### config.mk
export PLATFORM = sky130hd
export DESIGN_NAME = uart_tx_framer
export DESIGN_NICKNAME = d
export VERILOG_FILES = /design/src/rtl/uart_frame_pkg.sv /design/src/rtl/uart_frame_byte_sel.sv /design/src/rtl/uart_tx_framer.sv
export SDC_FILE = /design/constraint.sdc
export NUM_CORES = 1
export LEC_CHECK = 0
export BUFFER_PORTS_ARGS = -buffer_cell sky130_fd_sc_hd__buf_2
export CAP_MARGIN = 20
export CELL_PAD_IN_SITES_DETAIL_PLACEMENT = 2
export CELL_PAD_IN_SITES_GLOBAL_PLACEMENT = 2
export CORE_UTILIZATION = 32
export CTS_BUF_LIST = sky130_fd_sc_hd__clkbuf_8
export DETAILED_ROUTE_END_ITERATION = 6
export GPL_TIMING_DRIVEN = 0
export PLACE_DENSITY = 0.79
export SYNTH_ARGS = -nofsm -noshare
export SYNTH_HDL_FRONTEND = slang
export SYNTH_SLANG_ARGS = --single-unit
export TNS_END_PERCENT = 30
### constraint.sdc
create_clock -name clk -period 2.85 [get_ports clk]
set_input_delay 0 -clock clk [delete_from_list [all_inputs] [get_ports clk]]
set_output_delay 0 -clock clk [all_outputs]
set_load 0.02 [all_outputs]
### src/rtl/uart_frame_pkg.sv
// uart_frame_pkg: constants shared by the parameter-frame transmitter and receiver
package uart_frame_pkg;
    localparam logic [7:0] SOM = 8'h73;
    localparam logic [7:0] EOM = 8'h65;
    localparam int FRAME_LEN = 11;
    localparam logic [3:0] IDX_SOM    = 4'd0;
    localparam logic [3:0] IDX_SIG    = 4'd1;
    localparam logic [3:0] IDX_ADD_HI = 4'd2;
    localparam logic [3:0] IDX_ADD_2  = 4'd3;
    localparam logic [3:0] IDX_ADD_1  = 4'd4;
    localparam logic [3:0] IDX_ADD_LO = 4'd5;
    localparam logic [3:0] IDX_AMP_HI = 4'd6;
    localparam logic [3:0] IDX_AMP_2  = 4'd7;
    localparam logic [3:0] IDX_AMP_1  = 4'd8;
    localparam logic [3:0] IDX_AMP_LO = 4'd9;
    localparam logic [3:0] IDX_EOM    = 4'd10;
    typedef enum logic {IDLE, SEND} tx_state_t;
endpackage

### src/rtl/uart_frame_byte_sel.sv
// uart_frame_byte_sel: maps a frame byte index onto the corresponding frame byte
module uart_frame_byte_sel #(
    parameter logic [7:0] SOM_BYTE = uart_frame_pkg::SOM,
    parameter logic [7:0] EOM_BYTE = uart_frame_pkg::EOM
) (
    input  logic [3:0]  idx,
    input  logic [7:0]  sig,
    input  logic [31:0] adder,
    input  logic [31:0] amplitude,
    output logic [7:0]  data
);
    import uart_frame_pkg::*;
    always_comb begin
        data = 8'h00;
        case (idx)
            IDX_SOM:    data = SOM_BYTE;
            IDX_SIG:    data = sig;
            IDX_ADD_HI: data = adder[31:24];
            IDX_ADD_2:  data = adder[23:16];
            IDX_ADD_1:  data = adder[15:8];
            IDX_ADD_LO: data = adder[7:0];
            IDX_AMP_HI: data = amplitude[31:24];
            IDX_AMP_2:  data = amplitude[23:16];
            IDX_AMP_1:  data = amplitude[15:8];
            IDX_AMP_LO: data = amplitude[7:0];
            IDX_EOM:    data = EOM_BYTE;
            default:    data = 8'h00;
        endcase
    end
endmodule

### src/rtl/uart_tx_framer.sv
// uart_tx_framer: serialises a latched parameter frame onto a byte-wide valid/ready sink
module uart_tx_framer #(
    parameter logic [7:0] SOM = uart_frame_pkg::SOM,
    parameter logic [7:0] EOM = uart_frame_pkg::EOM
) (
    input  logic        clk,
    input  logic        reset,
    input  logic        send_req,
    input  logic [7:0]  signal_number,
    input  logic [31:0] adder,
    input  logic [31:0] amplitude,
    output logic        busy,
    output logic        done,
    output logic [7:0]  to_uart_data,
    output logic        to_uart_valid,
    input  logic        to_uart_ready
);
    import uart_frame_pkg::*;
    localparam logic [3:0] LAST_IDX = 4'(FRAME_LEN - 1);
    tx_state_t   state;
    logic [3:0]  idx;
    logic [3:0]  nxt_idx;
    logic [7:0]  sig_q;
    logic [31:0] add_q;
    logic [31:0] amp_q;
    logic [7:0]  nxt_data;
    logic        xfer;
    logic        fin;
    assign xfer    = to_uart_valid && to_uart_ready;
    assign nxt_idx = idx + 4'd1;
    // indices past LAST_IDX are unreachable; treat them as an abort back to IDLE
    assign fin     = (idx > LAST_IDX) || (xfer && idx == LAST_IDX);
    // the byte for the following index is looked up ahead so it can be registered
    uart_frame_byte_sel #(.SOM_BYTE(SOM), .EOM_BYTE(EOM)) u_sel (
        .idx      (nxt_idx),
        .sig      (sig_q),
        .adder    (add_q),
        .amplitude(amp_q),
        .data     (nxt_data)
    );
    always_ff @(posedge clk) begin
        if (reset) begin
            state         <= IDLE;
            idx           <= '0;
            sig_q         <= '0;
            add_q         <= '0;
            amp_q         <= '0;
            busy          <= 1'b0;
            done          <= 1'b0;
            to_uart_valid <= 1'b0;
            to_uart_data  <= 8'h00;
        end else begin
            done <= 1'b0;
            case (state)
                IDLE: if (send_req) begin
                    state         <= SEND;
                    idx           <= '0;
                    sig_q         <= signal_number;
                    add_q         <= adder;
                    amp_q         <= amplitude;
                    busy          <= 1'b1;
                    to_uart_valid <= 1'b1;
                    to_uart_data  <= SOM;
                end
                SEND: if (fin) begin
                    state         <= IDLE;
                    idx           <= '0;
                    busy          <= 1'b0;
                    done          <= xfer && idx == LAST_IDX;
                    to_uart_valid <= 1'b0;
                    to_uart_data  <= 8'h00;
                end else if (xfer) begin
                    idx          <= nxt_idx;
                    to_uart_data <= nxt_data;
                end
            endcase
        end
    end
endmodule

==> results_dict.tcl, run 1 <==
set metrics [dict create \
    status "completed" \
    antenna_found_initial 0 \
    seq_area_sq_um 1740 \
    async_flop_share 0 \
    first_pass_iters 5 \
    place_ws_ps -53.5 \
    fin_hold_ws_ps 50.4 \
    grt_pass1_vias 5418 \
    drv_slew 0 \
    crit_path_top_delay_cell "dfxtp_2" \
    final_common_cell "nand2_1" \
    cp_top_family "compound AO/OA/AOI/OAI gates" \
    clk_latency_ps 380 \
    ys_seq_area_frac 0.434 \
    cts_tree "done" \
    grtUsageTotal 0.314 \
    synth_largest_area_cell "dfxtp_1" \
    n_fill_cell 1390 \
    area_growth_pct 38.8 \
    finish.instance_area_sq_um 5570 \
    start_util 0.331 \
    mostFrequentLayoutCells "nand2_1, buf_2, a21oi_1" \
    syn_inst 523 \
    vdd_drop_max_uv 229 \
    clock_path_buffers 2 \
    wl_um 19500 \
    cts_htree_levels 3 \
    vias 4789 \
    core_sq_um 12100 \
    finalSetupViolCount 0 \
    synth_area_leaders "dfxtp_1, nand2_1, a21oi_1" \
    die_area_sq_um 13000 \
    finalSetupTns_ps 0 \
    grt_pass1_wl_um 30200 \
    synth_fp_nets 605 \
    drc 0 \
    die_y_um 114 \
    cts_root_buffer "clkbuf_8" \
    slowest_delay_ps 470 \
    worstMarginPinSlew_ps 783 \
    rsz0062_at_grt "false" \
    io_pins 87 \
    utilization 0.460 \
    nNetsFinal 775 \
    synth.ff_latch_count 87 \
    cts_buffers 9 \
    synth_area_sq_um 4010 \
    postCtsSetupRepairBufs 0 \
    final.setup.worst_slack_ps 56.7 \
    synth_ff_type "dfxtp_1" \
    worstSetupPathType "flip-flop to flip-flop" \
    cp.arrival_ps 3040 \
    critPathBufInv 4 \
    cp-start-kind "flip-flop" \
    cts_sinks 87 \
    power_density_nw_per_um2 464 \
    synth-edff-count 0 \
    wl_per_cell_um 22.5 \
    fmax_ghz 0.358 \
    min_path_type "input pin to flip-flop" \
    finClkSkew_ps 10.8 \
    antennaDiodeCount 0 \
    min_period_over_period 0.980 \
    grt.overflow.total 0 \
    syn_avg_cell_area_sq_um 7.67 \
    path_common_cell "inv_1" \
    antenna_left 0 \
    vias_per_cell 5.53 \
    power.leakage_nw 2.22 \
    hold_viol_final 0 \
    cp.required_ps 3090 \
    drtIter0Drc 281 \
    synth_cell_type_count 53 \
    multiInputGateArea_sq_um 2040 \
    grt_start_max_net_pins 14 \
    worstPathMaxFanout 12 \
    path_cells "inv_1 > ha_1 > clkbuf_1 > clkbuf_2 > a222oi_1 > inv_1 > a221oi_1 > o21a_1 > o22ai_1" \
    synth_top_area_frac 0.434 \
    dp.final_hpwl_um 12100 \
    rows 40 \
    path_clk_slew_ps 90 \
    crit_path_end_kind "flip-flop" \
    die_w_um 114 \
    relSlewSlack 0.475 \
    yosysWarnings 0 \
    numPortBuffers 86 \
    drive_above_1_share 0.166 \
    cap_viol_max_count 0 \
    gp_congestion 0.864 \
    post_dp_cell_area_sq_um 4650 \
    period_needed_ps 2790 \
]
[power by group]
group | switching, mW | leakage [nW] | total [mW] | internal (mW)
registers | 0.0540 | 0.715 | 1.34 | 1.28
clock network | 0.483 | 0.0954 | 0.839 | 0.356
logic | 0.227 | 1.41 | 0.411 | 0.184
total | 0.764 | 2.22 | 2.59 | 1.82
[layer usage]
metal,share of wire,GRT usage
met5,0,0
met4,0.047,0.185
met3,0.050,0.0510
met2,0.51,0.559
met1,0.39,0.353
[layout make-up]
cell class / count / share of cell area
multi-input cells: 382 / 0.366
flip-flops and latches: 87 / 0.313
repair buffers: 159 / 0.209
well taps: 168 / 0.0378
plain buffers: 43 / 0.0348
clock buffers: 11 / 0.0272
inverters: 11 / 0.00742
clock inverters: 5 / 0.00472
[tightest hold or removal path, cell delays in order]
cell     delay [ps]
buf_2           150
nor4b_1          60
and3_1          170
[registers in the layout, indices dropped and copies added, names as in the netlist]
name,cells
add_q,32
amp_q,32
sig_q,8
to_uart_data,8
idx,4
done,1
state,1
to_uart_valid,1
[cell usage after synthesis, types with 2 or more instances]
cell type,n
nor2b_1,5
nand2_1,160
o21ai_1,4
a21oi_1,86
buf_2,2
a221oi_1,4
o211ai_1,3
dfxtp_1,87
buf_6,3
a31oi_1,4
inv_1,11
o32ai_1,2
nor2_1,17
a22o_1,6
o22ai_1,5
ha_1,6
nor3_1,4
a211oi_1,3
buf_1,4
and3_1,2
a21o_1,4
a22oi_1,12
a222oi_1,10
nand4_1,2
nand3_1,7
o21ai_0,5
nand2b_1,2
a32oi_1,3
clkbuf_1,33
o21a_1,4
[kinds of logic after synthesis]
group | synth area share
AO/OA/AOI/OAI | 0.270
XOR/XNOR | 0.00624
adder cells (fa/ha/maj) | 0.0187
buffers and inverters | 0.0577
flip-flops | 0.434
multiplexers | 0.00343
AND/OR/NAND/NOR | 0.209
[stage by stage]
stage | power, mW | std cells
floorplan | 1.51 | 523
global placement | 1.65 | 777
detailed placement | 1.67 | 777
CTS | 2.55 | 866
global route | 2.68 | 866
finish | 2.59 | 866
[final timing paths]
check	start	slack (ps)	to	cells past startpoint
max	idx[1]$_SDFFE_PP0P_	60	to_uart_data[6]$_SDFFE_PP0P_	9
min	reset	50	done$_SDFF_PP0_	3
max reg2reg	idx[1]$_SDFFE_PP0P_	60	to_uart_data[6]$_SDFFE_PP0P_	9
min reg2reg	amp_q[29]$_SDFFE_PP0P_	470	amp_q[29]$_SDFFE_PP0P_	2
[timing repair]
action	4_1_cts	5_1_grt
gates resized for setup	2	5
pin swaps	0	1
endpoints found under the hold margin	73	0
setup endpoints to repair	1	6
hold buffers	73	0
(Power assumes the default switching activity.)
==> run 2, diff against run 1 <==
REMOVE_ABC_BUFFERS = 1   (was not set)
==> results_dict.tcl, run 2 (synthesized netlist as in run 1, its figures left out) <==
set metrics [dict create \
    status "completed" \
    postCtsSetupRepairBufs 0 \
    cts_tree "done" \
    p_int_mw 1.83 \
    grt_pass1_vias 4822 \
    utilization 0.450 \
    core_sq_um 12100 \
    grt_start_max_net_pins 87 \
    min_period_over_period 0.926 \
    crit_path_end_kind "flip-flop" \
    instances_no_fill 825 \
    drv_slew 0 \
    die_y_um 114 \
    period_needed_ps 2640 \
    cts_buffers 9 \
    clk_latency_ps 390 \
    n_fill_cell 1415 \
    cts_htree_levels 3 \
    relSlewSlack 0.313 \
    seq_area_sq_um 1740 \
    vias_per_cell 5.21 \
    min_path_type "input pin to flip-flop" \
    grtUsageTotal 0.251 \
    vdd_drop_max_uv 375 \
    sw_frac_of_total 0.285 \
    antennaDiodeCount 0 \
    cap_viol_max_count 0 \
    numPortBuffers 86 \
    gp_congestion 0.772 \
    wl_um 15400 \
    drive_above_1_share 0.175 \
    first_pass_iters 5 \
    mostFrequentLayoutCells "nand2_1, dfxtp_1, a21oi_1, buf_2, dlygate4sd3_1" \
    finish.instance_area_sq_um 5460 \
    io_pins 87 \
    antenna_left 0 \
    rsz0062_at_grt "false" \
    cp.required_ps 3090 \
    power_switching_mw 0.730 \
    wl_per_cell_um 18.7 \
    start_util 0.331 \
    clock_path_buffers 2 \
    crit_path_top_delay_cell "dfxtp_1" \
    antenna_found_initial 0 \
    die_w_um 114 \
    fmax_ghz 0.379 \
    final_common_cell "nand2_1" \
    power.leakage_nw 2.16 \
    cts_root_buffer "clkbuf_8" \
    grt.overflow.total 0 \
    vias 4300 \
    worstMarginPinSlew_ps 1030 \
    cp-start-kind "flip-flop" \
    finClkSkew_ps 8.81 \
    worstPathMaxFanout 17 \
    rows 40 \
    power_density_nw_per_um2 470 \
    cp_top_family "compound AO/OA/AOI/OAI gates" \
    path_cells "inv_1 > ha_1 > buf_16 > a22oi_1 > nand2b_1 > a31oi_1 > a2111oi_0 > o211a_1 > o22ai_1" \
    finalSetupViolCount 0 \
    die_area_sq_um 13000 \
    multiInputGateArea_sq_um 2060 \
    post_dp_cell_area_sq_um 4530 \
    hold_viol_final 0 \
    nNetsFinal 734 \
    worstSetupPathType "flip-flop to flip-flop" \
    largestRegisters "add_q (32), amp_q (32)" \
    dp.final_hpwl_um 8760 \
    drc 0 \
    slowest_delay_ps 520 \
    path_clk_slew_ps 100 \
    critPathBufInv 2 \
    cp.arrival_ps 2880 \
    grt_pass1_wl_um 24700 \
    cts_sinks 87 \
    place_inst 736 \
    p_seq_frac 0.516 \
    p_clk_frac 0.336 \
    drtIter0Drc 185 \
    combPwrFrac 0.148 \
    area_growth_pct 36.0 \
]
## run 2: cell count changes in the layout (fill, tap and decap cells not counted), moves of 2 or more
cell	before	now
clkbuf_1	31	0
buf_1	3	0
buf_2	88	85
buf_6	3	0
clkbuf_2	3	0
inv_1	14	11
inv_6	0	2
## run 2: final timing paths
path,endpoint,start,depth (start not counted),slack [ps]
worst max-delay path,to_uart_data[5]$_SDFFE_PP0P_,idx[0]$_SDFFE_PP0P_,9,210
worst min-delay path,idx[2]$_SDFFE_PP0P_,to_uart_ready,4,180
worst max register to register,to_uart_data[5]$_SDFFE_PP0P_,idx[0]$_SDFFE_PP0P_,9,210
worst min register to register,add_q[8]$_SDFFE_PP0P_,add_q[8]$_SDFFE_PP0P_,2,460
## run 2: power groups by stage
stage | logic [mW] | registers (mW) | clock network [mW]
after detailed placement | 0.290 | 1.35 | 0
after CTS | 0.369 | 1.32 | 0.888
after global placement | 0.278 | 1.35 | 0
after floorplan | 0.146 | 1.35 | 0
after global routing | 0.416 | 1.33 | 0.937
final | 0.379 | 1.32 | 0.860
## run 2: tightest hold or removal path, stage by stage
cell and delay, ps:
buf_2 90, and2_0 230, nand4_1 140, a21oi_1 70
## run 2: metrics by stage
stage | setup slack [ps] | TNS, ps | hold slack, ps | power, mW
floorplan | -708 | -38700 | 69.1 | 1.49
CTS | 104 | 0 | 157 | 2.58
global placement | -2470 | -160810 | 244 | 1.62
detailed placement | -49.2 | -92.7 | 252 | 1.64
global route | 6.61 | 0 | 212 | 2.69
finish | 212 | 0 | 181 | 2.56
## run 2: repair_timing
item,in CTS,in global routing
setup endpoints to repair,2,5
hold endpoints to repair,73,0
hold buffers,73,0
gates cloned,0,0
gates resized for setup,1,2
## run 2: per-layer routing
| layer | share of wire | up-vias | wire [um] | GRT usage |
|---|---|---|---|---|
| met5 | 0 | - | 0 | 0 |
| met4 | 0.012 | 0 | 187 | 0.0771 |
| met3 | 0.033 | 13 | 514 | 0.0595 |
| met2 | 0.54 | 73 | 8280 | 0.472 |
| met1 | 0.42 | 2130 | 6430 | 0.277 |
| li1 | - | 2084 | - | - |
## run 2: area by class of cell
class	instances	share of cell area
repair buffers	161	0.222
well taps	168	0.0385
clock buffers	11	0.0278
flip-flops and latches	87	0.319
multi-input cells	382	0.378
inverters	11	0.00757
clock inverters	5	0.00711
